**src/rtl/bfifo_fwft_stage_pkg.sv**
```systemverilog
// bfifo_fwft_stage_pkg: helper shared by the FWFT read-side adapter.
// Holds the occupancy arithmetic so the throttle rule and the occupancy
// update always come from the same expression.
package bfifo_fwft_stage_pkg;

  // Occupancy after this edge, widened to 3 bits so the throttle compare
  // cannot wrap: occ + rd_pend - pop.
  function automatic logic [2:0] occ_next(
    input logic [1:0] occ,
    input logic       rd_pend,
    input logic       pop
  );
    return {1'b0, occ} + {2'b00, rd_pend} - {2'b00, pop};
  endfunction

endpackage : bfifo_fwft_stage_pkg

```
**src/rtl/bfifo_fwft_stage_if.sv**
```systemverilog
// bfifo_fwft_stage_if: first-word-fall-through valid/ready stream produced
// by the adapter. The adapter side is the master; the consumer is the slave.
interface bfifo_fwft_stage_if #(
  parameter int FIFO_WIDTH = 32
);
  logic [FIFO_WIDTH-1:0] dout;
  logic                  dout_valid;
  logic                  dout_ready;
  logic [1:0]            occ;

  modport master (
    output dout,
    output dout_valid,
    output occ,
    input  dout_ready
  );

  modport slave (
    input  dout,
    input  dout_valid,
    input  occ,
    output dout_ready
  );
endinterface : bfifo_fwft_stage_if

```
**src/rtl/bfifo_fwft_stage.sv**
```systemverilog
// bfifo_fwft_stage: read-side adapter for the BlockRAM FIFO.
// Drives the FIFO dequeue strobe, absorbs its one-cycle registered read
// latency and presents a FWFT stream. A head entry (buf0) plus a skid entry
// (buf1) let a word already in flight land even when the consumer stalls,
// so a continuously ready consumer sees one word per cycle.
module bfifo_fwft_stage
  import bfifo_fwft_stage_pkg::*;
#(
  parameter int FIFO_WIDTH = 32
) (
  input  logic                  CLK,
  input  logic                  RST,
  input  logic                  fifo_emp,
  input  logic [FIFO_WIDTH-1:0] fifo_dot,
  output logic                  fifo_deq,
  bfifo_fwft_stage_if.master    out_if
);

  localparam int         OCC_W     = 2;
  localparam logic [1:0] OCC_EMPTY = 2'd0;
  localparam logic [1:0] OCC_ONE   = 2'd1;
  localparam logic [1:0] OCC_FULL  = 2'd2;

  logic [OCC_W-1:0]      occ_r;
  logic                  rd_pend_r;
  logic [FIFO_WIDTH-1:0] buf0_r;
  logic [FIFO_WIDTH-1:0] buf1_r;

  logic                  valid_s;
  logic                  pop_s;
  logic [2:0]            occ_sum_s;

  // Handshake and throttle: only request a word when the buffer is sure to
  // have room for it, counting the word already in flight.
  always_comb begin
    valid_s   = 1'b0;
    pop_s     = 1'b0;
    occ_sum_s = 3'd0;
    fifo_deq  = 1'b0;
    if (occ_r != OCC_EMPTY) begin
      valid_s = 1'b1;
    end else begin
      valid_s = 1'b0;
    end
    pop_s     = valid_s & out_if.dout_ready;
    occ_sum_s = occ_next(occ_r, rd_pend_r, pop_s);
    if (!fifo_emp && (occ_sum_s < 3'd2)) begin
      fifo_deq = 1'b1;
    end else begin
      fifo_deq = 1'b0;
    end
  end

  // Occupancy and read-in-flight tracking; rd_pend marks the cycle in which
  // fifo_dot carries the word requested on the previous cycle.
  always_ff @(posedge CLK) begin
    if (RST) begin
      occ_r     <= OCC_EMPTY;
      rd_pend_r <= 1'b0;
    end else begin
      occ_r     <= occ_sum_s[OCC_W-1:0];
      rd_pend_r <= fifo_deq;
    end
  end

  // Data path: land the in-flight word in the first free slot after any pop,
  // and shift the skid entry into the head whenever the head is consumed.
  always_ff @(posedge CLK) begin
    if (RST) begin
      buf0_r <= '0;
      buf1_r <= '0;
    end else if (rd_pend_r) begin
      case (occ_r)
        OCC_EMPTY: begin
          buf0_r <= fifo_dot;
        end
        OCC_ONE: begin
          if (pop_s) begin
            buf0_r <= fifo_dot;
          end else begin
            buf1_r <= fifo_dot;
          end
        end
        OCC_FULL: begin
          // Only reachable together with a pop: the throttle never lets a
          // third word be in flight while both slots are held.
          buf0_r <= buf1_r;
          buf1_r <= fifo_dot;
        end
        default: begin
          buf0_r <= buf0_r;
          buf1_r <= buf1_r;
        end
      endcase
    end else if (pop_s) begin
      buf0_r <= buf1_r;
    end else begin
      buf0_r <= buf0_r;
      buf1_r <= buf1_r;
    end
  end

  assign out_if.dout       = buf0_r;
  assign out_if.dout_valid = valid_s;
  assign out_if.occ        = occ_r;

endmodule : bfifo_fwft_stage

```
**src/flat_wrapper.sv**
```systemverilog
// flat-port wrapper written by rule: the top's interface ports become plain ports
module bfifo_fwft_stage_flat import bfifo_fwft_stage_pkg::*;
#(
  parameter int FIFO_WIDTH = 32
)
  (CLK, RST, fifo_emp, fifo_dot, fifo_deq, out_if_dout, out_if_dout_valid, out_if_occ, out_if_dout_ready);
  bfifo_fwft_stage_if #(.FIFO_WIDTH(FIFO_WIDTH)) out_if_i ();
  input  logic CLK;
  input  logic RST;
  input  logic fifo_emp;
  input  logic [FIFO_WIDTH-1:0] fifo_dot;
  output logic fifo_deq;
  output wire logic [$bits(out_if_i.dout)-1:0] out_if_dout;
  output wire logic [$bits(out_if_i.dout_valid)-1:0] out_if_dout_valid;
  output wire logic [$bits(out_if_i.occ)-1:0] out_if_occ;
  input wire logic [$bits(out_if_i.dout_ready)-1:0] out_if_dout_ready;
  assign out_if_dout = out_if_i.dout;
  assign out_if_dout_valid = out_if_i.dout_valid;
  assign out_if_occ = out_if_i.occ;
  assign out_if_i.dout_ready = out_if_dout_ready;
  bfifo_fwft_stage #(.FIFO_WIDTH(FIFO_WIDTH)) u_core (.CLK(CLK), .RST(RST), .fifo_emp(fifo_emp), .fifo_dot(fifo_dot), .fifo_deq(fifo_deq), .out_if(out_if_i));
endmodule
```
**config.mk**
```make
export PLATFORM = sky130hd
export DESIGN_NAME = bfifo_fwft_stage_flat
export DESIGN_NICKNAME = d
export VERILOG_FILES = /design/src/rtl/bfifo_fwft_stage_pkg.sv /design/src/rtl/bfifo_fwft_stage_if.sv /design/src/rtl/bfifo_fwft_stage.sv /design/src/flat_wrapper.sv
export SDC_FILE = /design/constraint.sdc
export NUM_CORES = 1
export LEC_CHECK = 0
export CELL_PAD_IN_SITES_DETAIL_PLACEMENT = 1
export CELL_PAD_IN_SITES_GLOBAL_PLACEMENT = 1
export CORE_MARGIN = 3
export CORE_UTILIZATION = 40
export DETAILED_ROUTE_END_ITERATION = 10
export PLACE_DENSITY = 0.91
export SYNTH_ARGS = -nofsm -noshare
export SYNTH_HDL_FRONTEND = slang
export SYNTH_SLANG_ARGS = --single-unit
```
**constraint.sdc**
```tcl
create_clock -name CLK -period 7.1 [get_ports CLK]
set_input_delay 1.775 -clock CLK [delete_from_list [all_inputs] [get_ports CLK]]
set_output_delay 1.775 -clock CLK [all_outputs]
set_load 0.05 [all_outputs]
```
* After elaboration in Yosys (flattened, before gate mapping)
Cells that the tools add are included.
** Word-level totals
- Flip-flop bits (word level) :: 67
- Bits of input ports :: 36
- Output and inout port bits :: 36
- Logic and storage cells :: 29
** Cells by class
- Add/subtract/negate cells :: 2
- $lt $le $gt $ge :: 1
- Eq/ne operators :: 5
- Mux-type cells :: 8
- Bitwise operators :: 1
- Reductions and logical operators :: 8
** Operator list (number)
- two-way mux 32 bit :: 4
- case mux 32 bit (3 select lines) :: 1
- case mux 32 bit (2 select lines) :: 1
- AND reduction 3 bit :: 2
- nonzero test 2 bit :: 3
- inequality test 4 bit, second input constant :: 1
- adder 2 x 1 -> 3 bit :: 1
- < comparator 3 x 2 -> 1 bit, second input constant :: 1
- subtractor 3 x 1 -> 3 bit :: 1
- == test 2 x 1 -> 1 bit, second input constant :: 1
- == test 2 bit, second input constant :: 1
- zero test 2 bit :: 1
- two-way mux 1 bit :: 2
- inequality test 2 x 1 -> 1 bit, second input constant :: 1
- inequality test 2 bit, second input constant :: 1
- bitwise AND 1 bit :: 1
- logical AND 1 bit :: 1
- zero test 1 bit :: 1

* Logic depth before layout (Yosys ltp)
Gate-level depths: netlist (run 1).
- Depth after elaboration :: 7
- Mapped depth :: 10
- Depth with buffers taken out :: 8

* Worst setup path before layout (run 1)
Ideal clock, no wire load.
- Path type :: input to output
- Start point :: in out_if_dout_ready
- End point :: out fifo_deq
- Arrival time :: 4.211 ns
- Data required time :: 5.325 ns
- Path slack :: 1.114 ns
- Stages :: 8
- Buffers on the path :: 2
- Cell sequence :: nor2b_1 > buf_2 > buf_2 > xnor2_1 > ha_1 > fa_1 > xnor2_1 > nor3_1
** On the way
- Cells in the longest elaborated chain, start to end :: 5
** Ends and longest elaborated chain
- from (decl) :: line flat_wrapper.sv:16 : input wire logic [$bits(out_if_i.dout_ready)-1:0] out_if_dout_ready;
- bitwise AND 1 bit :: line bfifo_fwft_stage.sv:45 : pop_s = valid_s & out_if.dout_ready;
- subtractor 3 x 1 -> 3 bit :: line bfifo_fwft_stage_pkg.sv:13 : return {1'b0, occ} + {2'b00, rd_pend} - {2'b00, pop};
- < comparator 3 x 2 -> 1 bit :: line bfifo_fwft_stage.sv:47 : if (!fifo_emp && (occ_sum_s < 3'd2)) begin
- logical AND 1 bit :: line bfifo_fwft_stage.sv:47
- two-way mux 1 bit :: line bfifo_fwft_stage.sv:47
- to (decl) :: line flat_wrapper.sv:12 : output logic fifo_deq;
No other way between the ends.

* Worst setup path after layout (run 1)
- Start point :: in out_if_dout_ready
- End point :: out fifo_deq
** On the way
- Cells in the longest elaborated chain, start to end :: 5
** Ends and longest elaborated chain
- bitwise AND 1 bit :: line bfifo_fwft_stage.sv:45
- subtractor 3 x 1 -> 3 bit :: line bfifo_fwft_stage_pkg.sv:13
- named net u_core.occ_sum_s[1] :: line bfifo_fwft_stage.sv:31 : logic [2:0] occ_sum_s;
- < comparator 3 x 2 -> 1 bit :: line bfifo_fwft_stage.sv:47
- logical AND 1 bit :: line bfifo_fwft_stage.sv:47
- two-way mux 1 bit :: line bfifo_fwft_stage.sv:47
The timed path passes the listed nets, and every way through them passes these cells.

==> impl_results.md, run 1 <==
- Status: finished clean
- Syn. warnings: 0
- Worst skew pair latency: roughly 0.35 ns
- Die Y: about 100 um
- Mapped cell area: 3630 um2
- Period utilization: 84.3%
- Maximum fanout along the worst path: 3
- Unrepaired setup endpoints after global routing: false
- DR WL met2: 4740 um
- Initial cell density of the core: roughly two fifths
- Total Routed Length: a little over 9000 um
- Post-CTS setup buffer count: 0
- Dpl ws: roughly 1.1 ns
- Area of the core: 8760 um2
- Die Wd: around 100 um
- Fill count: approximately 930
- Clk sink count: 67
- Worst path required time: between 5 and 6 ns
- Max-Cap Viols: 0
- Total power density per cell area: around 440 nW/um2
- Clock transition at the registers of the reported paths: ~0.07 ns
- DR WL/cell: between 15 and 20 um
- Sum Neg Setup Slack: 0 ns
- Setup slack, reg-to-reg: approximately 4.4 ns
- Final Setup Violations: 0
- H-tree Lvls: 3
- Syn Inst Count: around 320
- Hold Path Class: flip-flop to flip-flop
- Wl on met1: about 4000 um
- Vias per cell: between 5 and 6
- Share of layout cells above drive strength 1: roughly 23%
- LEAKAGE: approximately 1.4 nW
- Area after DPL: between 4000 and 5000 um2
- RePlAce Congestion: 0.682
- Net count after synthesis: 360
- Hold_buf cts: 0
- Critical path capture point type: primary output
- Register bit count reported by yosys: 67
- Least-Margin Pin Slew: approximately 1.2 ns
- Routed via count: 2628
- Largest net degree at the start of global routing: 100
- Core Util, Final: 51.8%
- Hold wc startpoint: u_core.buf1_r[25]
- Final non-filler cell total: slightly below 500
- Critical Path Start Type: primary input
- Reg area: around 1300 um2
- Design Area, Final: ~4500 um2
- Mean Syn Cell Area: around 11 um2
- Count of cell types in the netlist: 25
- GR Util All Layers: 18.7%
- CP endpoint: fifo_deq
- I/O Buffers: 71
- Final Max Tran Viols: 0
- Antenna violations before repair: 0
- CP Class: primary input to primary output
- Max IR drop VDD: between 0.0003 and 0.0004 V
- Global route total overflow: 0
- Top sig layer: met4
- Bufs on Longest Clock Path: 2
- TritonCTS Buffers: 9
- Final Hold Vio Count: 0
- Root Driver: clkbuf_8
- Worst r2r src: u_core.out_if.occ[1]
- R2R cell count: 5
- Ant diodes: 0
- Placed insts: about 470
- Reg2reg end: u_core.out_if.dout[0]
- Share of the yosys chip area belonging to registers: a little under two fifths
- Fin nets: roughly 410
- Slew headroom: approximately 21%
- Post-DP HPWL: roughly 5900 um
- Worst setup margin: 1.11 ns
- Critical path startpoint: out_if_dout_ready
- Num ports: 72
- Post-route DRC: 0
- Global-route wire length before repair: about 15000 um
- Starting DRT DRC Count: 93
- Antenna Violating Nets Remaining: 0
- CTS tree: yes
- Worst Path Arrival: about 4.2 ns
- Area growth from synthesis to layout: 24.9%
- Metal3 WL: around 420 um
- Clk_skew: approximately 0.0060 ns
- Die ar.: about 10000 um2
- Area of the multi-input gates: between 2000 and 2500 um2
- Post_cts resized: 0
- Initial DRT Pass Iterations: 4
- Clock period minus worst slack: 5.99 ns
- FMAX: roughly 170 MHz
- Vias in the first global route: approximately 2900
- FP Rows: 34
## layout by cell type (no fill, tap or decap), types with 3 or more instances in the layout
| cell | count |
|---|---|
| mux2i_1 | 64 |
| nor2b_4 | 3 |
| clkdlybuf4s50_1 | 70 |
| ha_1 | 4 |
| buf_4 | 4 |
| inv_1 | 3 |
| a221oi_2 | 30 |
| a211oi_2 | 30 |
| clkbuf_8 | 12 |
| dfxtp_1 | 67 |
| clkbuf_1 | 3 |
| nand2b_1 | 64 |
## synthesized netlist by cell type (all sizes together)
cell type | n | share of area [%]
a21oi | 1 | 0.24
inv | 3 | 0.31
xnor2 | 2 | 0.48
a22o | 1 | 0.48
clkbuf | 13 | 1.7
nor3 | 1 | 0.14
dfxtp | 67 | 37
nand2 | 1 | 0.10
or2 | 1 | 0.17
buf | 24 | 4.0
nor4 | 1 | 0.17
nand2b | 65 | 11
mux2i | 64 | 18
fa | 1 | 0.55
a211oi | 32 | 11
ha | 4 | 1.4
a221oi | 32 | 13
nor2b | 5 | 0.86
o21ai | 1 | 0.14
## how the worst min path moves through the flow
stage | to | slack, ns | depth (start not counted)
6_report | u_core.buf1_r[25] | 0.48 | 2
5_1_grt | u_core.buf1_r[5] | 0.51 | 2
4_1_cts | u_core.buf1_r[25] | 0.48 | 2
3_5_place_dp | u_core.buf1_r[14] | 0.47 | 2
3_3_place_gp | u_core.buf1_r[20] | 0.46 | 2
2_1_floorplan | u_core.buf1_r[0] | 0.45 | 2
## critical path: stages
cell and delay [ns]:
clkdlybuf4s50_1 0.46, nor2b_4 0.17, xnor2_1 0.13, ha_1 0.19
fa_1 0.45, nor3_1 0.20, clkdlybuf4s50_1 0.82
## power breakdown
part	switching [W]	internal [W]	total [W]
logic	0.000699	0.000425	0.00112
clock network	0.000144	0.000192	0.000336
registers	0.0000780	0.000477	0.000555
## state kept, by name, indices dropped and copies added (netlist names)
register            cells
u_core.buf1_r          32
u_core.out_if.dout     32
u_core.out_if.occ       2
u_core.rd_pend_r        1
## routing by layer
metal  vias up  global-route usage [%]
li1       1268                       -
met1      1297                    22.8
met2        53                    32.0
met3        10                    5.17
met4         0                    5.83
met5         -                       0
## cells by family (layout without fill, tap and decap cells)
family                   Yosys count  count (layout)  synth area share (%)
AND/OR/NAND/NOR                   74              74                  12.6
flip-flops                        67              67                  36.9
XOR/XNOR                           2               2                 0.482
multiplexers                      64              64                  17.6
adder cells (fa/ha/maj)            5               5                  1.93
buffers and inverters             40              94                  5.96
AO/OA/AOI/OAI                     67              67                  24.5
## stage by stage
stage	power [W]	hold WS [ns]
floorplan	0.00141	0.448
global placement	0.00166	0.457
detailed placement	0.00169	0.470
CTS	0.00203	0.481
global route	0.00211	0.508
finish	0.00201	0.475
## cell type report
cell class / count / share of cell area [%]
tap: 108 / 2.98
multi-input combinational: 212 / 46.5
sequential: 67 / 29.5
inverter: 3 / 0.248
clock buffer: 15 / 3.89
clock inverter: 1 / 0.662
timing repair buffer: 75 / 16.2
No activity file was read; power rests on OpenSTA's default activity.
==> run 2, diff against run 1 <==
--- a/config.mk
+++ b/config.mk
@@ -8,9 +8,9 @@
 export CELL_PAD_IN_SITES_DETAIL_PLACEMENT = 1
 export CELL_PAD_IN_SITES_GLOBAL_PLACEMENT = 1
 export CORE_MARGIN = 3
-export CORE_UTILIZATION = 40
+export CORE_UTILIZATION = 37
 export DETAILED_ROUTE_END_ITERATION = 10
-export PLACE_DENSITY = 0.91
+export PLACE_DENSITY = 0.89
 export SYNTH_ARGS = -nofsm -noshare
 export SYNTH_HDL_FRONTEND = slang
 export SYNTH_SLANG_ARGS = --single-unit
==> constraint.sdc (replaced) <==
create_clock -name CLK -period 4.9 [get_ports CLK]
set_input_delay 1.225 -clock CLK [delete_from_list [all_inputs] [get_ports CLK]]
set_output_delay 1.225 -clock CLK [all_outputs]
set_load 0.05 [all_outputs]
==> impl_results.md, run 2 (synthesis gave the netlist of run 1 again) <==
- R2R cell count: 5 (unchanged)
- Clock transition at the registers of the reported paths: 0.07 ns (about the same)
- Global route total overflow: 0 (unchanged)
- Die Wd: 105 um (was 101 um)
- CTS tree: yes (unchanged)
- FMAX: around 230 MHz
- Clk_skew: 0.00940 ns (was 0.00599 ns)
- Total power: 0.00288 W (was 0.00201 W)
- Starting DRT DRC Count: 61 (was 93)
- LEAKAGE: 1.43 nW (about the same)
- TritonCTS Buffers: 9 (unchanged)
- Commonest non-fill, non-tap cell in the layout: clkdlybuf4s50_1 (unchanged)
- Hold wc startpoint: u_core.buf1_r[21] (was u_core.buf1_r[25])
- Vias per cell: 5.31 (was 5.46)
- Total Routed Length: 9260 um (was 9250 um)
- Slew headroom: 17.8% (was 21.5%)
- Final Setup Violations: 0 (unchanged)
- Worst skew pair latency: 0.35 ns (about the same)
- Largest net degree at the start of global routing: 100 (unchanged)
- Ant diodes: 0 (unchanged)
- Hold EP: u_core.buf1_r[21] (was u_core.buf1_r[25])
- Most frequent cells in the layout: 69 x clkdlybuf4s50_1, 67 x dfxtp_1, 64 x mux2i_1, 64 x nand2b_1 (was 70 x clkdlybuf4s50_1, 67 x dfxtp_1, 64 x mux2i_1, 64 x nand2b_1)
- Post_cts resized: 0 (unchanged)
- Die Y: 105 um (was 101 um)
- Global-route wire length before repair: 15400 um (was 15000 um)
- Top sig layer: met4 (unchanged)
- FP Rows: 35 (was 34)
- Critical path capture point type: primary output (unchanged)
- Fin nets: 409 (unchanged)
- Vias in the first global route: 2976 (was 2863)
- Die ar.: 11000 um2 (was 10300 um2)
- Max-Cap Viols: 0 (unchanged)
- Area of the core: 9370 um2 (was 8760 um2)
- DR WL/cell: 18.5 um (was 19.2 um)
- Num ports: 72 (unchanged)
- Root Driver: clkbuf_8 (unchanged)
- Worst path required time: 3.67 ns (was 5.33 ns)
- Bufs on Longest Clock Path: 2 (unchanged)
- Hold depth: 2 (unchanged)
- Initial cell density of the core: 38.8% (was 41.5%)
- Post-DP HPWL: 5710 um (was 5870 um)
- I/O Buffers: 71 (unchanged)
- Total power density per cell area: 633 nW/um2 (was 444 nW/um2)
- Metal3 WL: 319 um (was 420 um)
- GR Util All Layers: 17.3% (was 18.7%)
- Share of layout cells above drive strength 1: 23.4% (was 22.8%)
- Initial DRT Pass Iterations: 4 (unchanged)
- Antenna Violating Nets Remaining: 0 (unchanged)
- Reg2reg end: u_core.out_if.dout[10] (was u_core.out_if.dout[0])
- Max IR drop VDD: 0.000337 V (was 0.000384 V)
- Routed via count: 2658 (was 2628)
- Worst Path Arrival: 3.21 ns (was 4.21 ns)
- Wl on met1: 4060 um (was 3960 um)
- Clock period minus worst slack: ~4.4 ns
- Hold_ws: 0.477 ns (was 0.475 ns)
- Critical Path Start Type: primary input (unchanged)
- Setup slack, reg-to-reg: 2.14 ns (was 4.37 ns)
- Final Hold Vio Count: 0 (unchanged)
- Placed insts: 486 (was 465)
- Fill count: 1032 (was 933)
- Unrepaired setup endpoints after global routing: false (unchanged)
- Worst r2r src: u_core.out_if.occ[1] (unchanged)
- Area after DPL: 4370 um2 (was 4330 um2)
- Status: finished clean (unchanged)
- CP Class: primary input to primary output (unchanged)
- Area growth from synthesis to layout: 25.2% (was 24.9%)
- H-tree Lvls: 3 (unchanged)
- Post-route DRC: 0 (unchanged)
- DR WL met2: 4820 um (was 4740 um)
- Design Area, Final: 4550 um2 (was 4540 um2)
- Sum Neg Setup Slack: 0 ns (unchanged)
- Maximum fanout along the worst path: 8 (was 3)
- Final non-filler cell total: 501 (was 481)
- Period utilization: approximately 90%
- Least-Margin Pin Slew: 1.23 ns (was 1.18 ns)
- RePlAce Congestion: 0.713 (was 0.682)
- Antenna violations before repair: 0 (unchanged)
- Clk sink count: 67 (unchanged)
- Hold_buf cts: 0 (unchanged)
- Post-CTS setup buffer count: 0 (unchanged)
- Final Max Tran Viols: 0 (unchanged)
- Hold Path Class: flip-flop to flip-flop (unchanged)
[run 2: how the worst max path moves through the flow]
stage | depth (start not counted) | start | end
floorplan | 8 | out_if_dout_ready | fifo_deq
global placement | 7 | out_if_dout_ready | fifo_deq
detailed placement | 7 | out_if_dout_ready | fifo_deq
CTS | 7 | out_if_dout_ready | fifo_deq
global route | 7 | out_if_dout_ready | fifo_deq
finish | 7 | out_if_dout_ready | fifo_deq
[run 2: stage by stage]
step	worst slack, ns	utilization, %
after floorplan	0.0135	-
after global placement	0.481	46.6
after detailed placement	0.467	46.6
after CTS	0.444	48.6
after global routing	0.341	48.6
final	0.466	48.6
[run 2: metal layers]
| metal | vias to the layer above | GRT usage [%] |
|---|---|---|
| met1 | 1329 | 19.9 |
| met2 | 52 | 31.4 |
| met5 | - | 0 |
| li1 | 1271 | - |
| met4 | 0 | 3.94 |
| met3 | 6 | 5.00 |
[run 2: worst max-delay path: stages]
cell and delay [ns]:
clkdlybuf4s50_1 0.45, nor2b_4 0.17, buf_4 0.21, nand2_1 0.09
fa_1 0.50, nor3_1 0.37, buf_12 0.19
[run 2: layout make-up]
type	count	area, um2	area share [%]
Clock buffer	13	169	3.71
Clock inverter	2	10.0	0.220
Inverter	3	11.3	0.247
Multi-Input combinational cell	212	2110	46.4
Sequential cell	67	1340	29.5
Tap cell	129	161	3.55
Timing Repair Buffer	75	748	16.4
[run 2: power by group]
| part | total, W | internal, W | leakage (nW) | switching, W |
|---|---|---|---|---|
| registers | 0.000803 | 0.000691 | 0.546 | 0.000112 |
| logic | 0.00164 | 0.000630 | 0.788 | 0.00101 |
| clock network | 0.000433 | 0.000221 | 0.0953 | 0.000212 |
| total | 0.00288 | 0.00154 | 1.43 | 0.00134 |
==> run 3, diff against run 2 <==
--- a/config.mk
+++ b/config.mk
@@ -9,7 +9,9 @@
 export CELL_PAD_IN_SITES_GLOBAL_PLACEMENT = 1
 export CORE_MARGIN = 3
 export CORE_UTILIZATION = 37
+export CTS_CLUSTER_DIAMETER = 200
 export DETAILED_ROUTE_END_ITERATION = 10
+export HOLD_SLACK_MARGIN = 0.02
 export PLACE_DENSITY = 0.89
 export SYNTH_ARGS = -nofsm -noshare
 export SYNTH_HDL_FRONTEND = slang
==> results of run 3 <==
The final DEF is identical to that of run 2; final timing and power are the same.
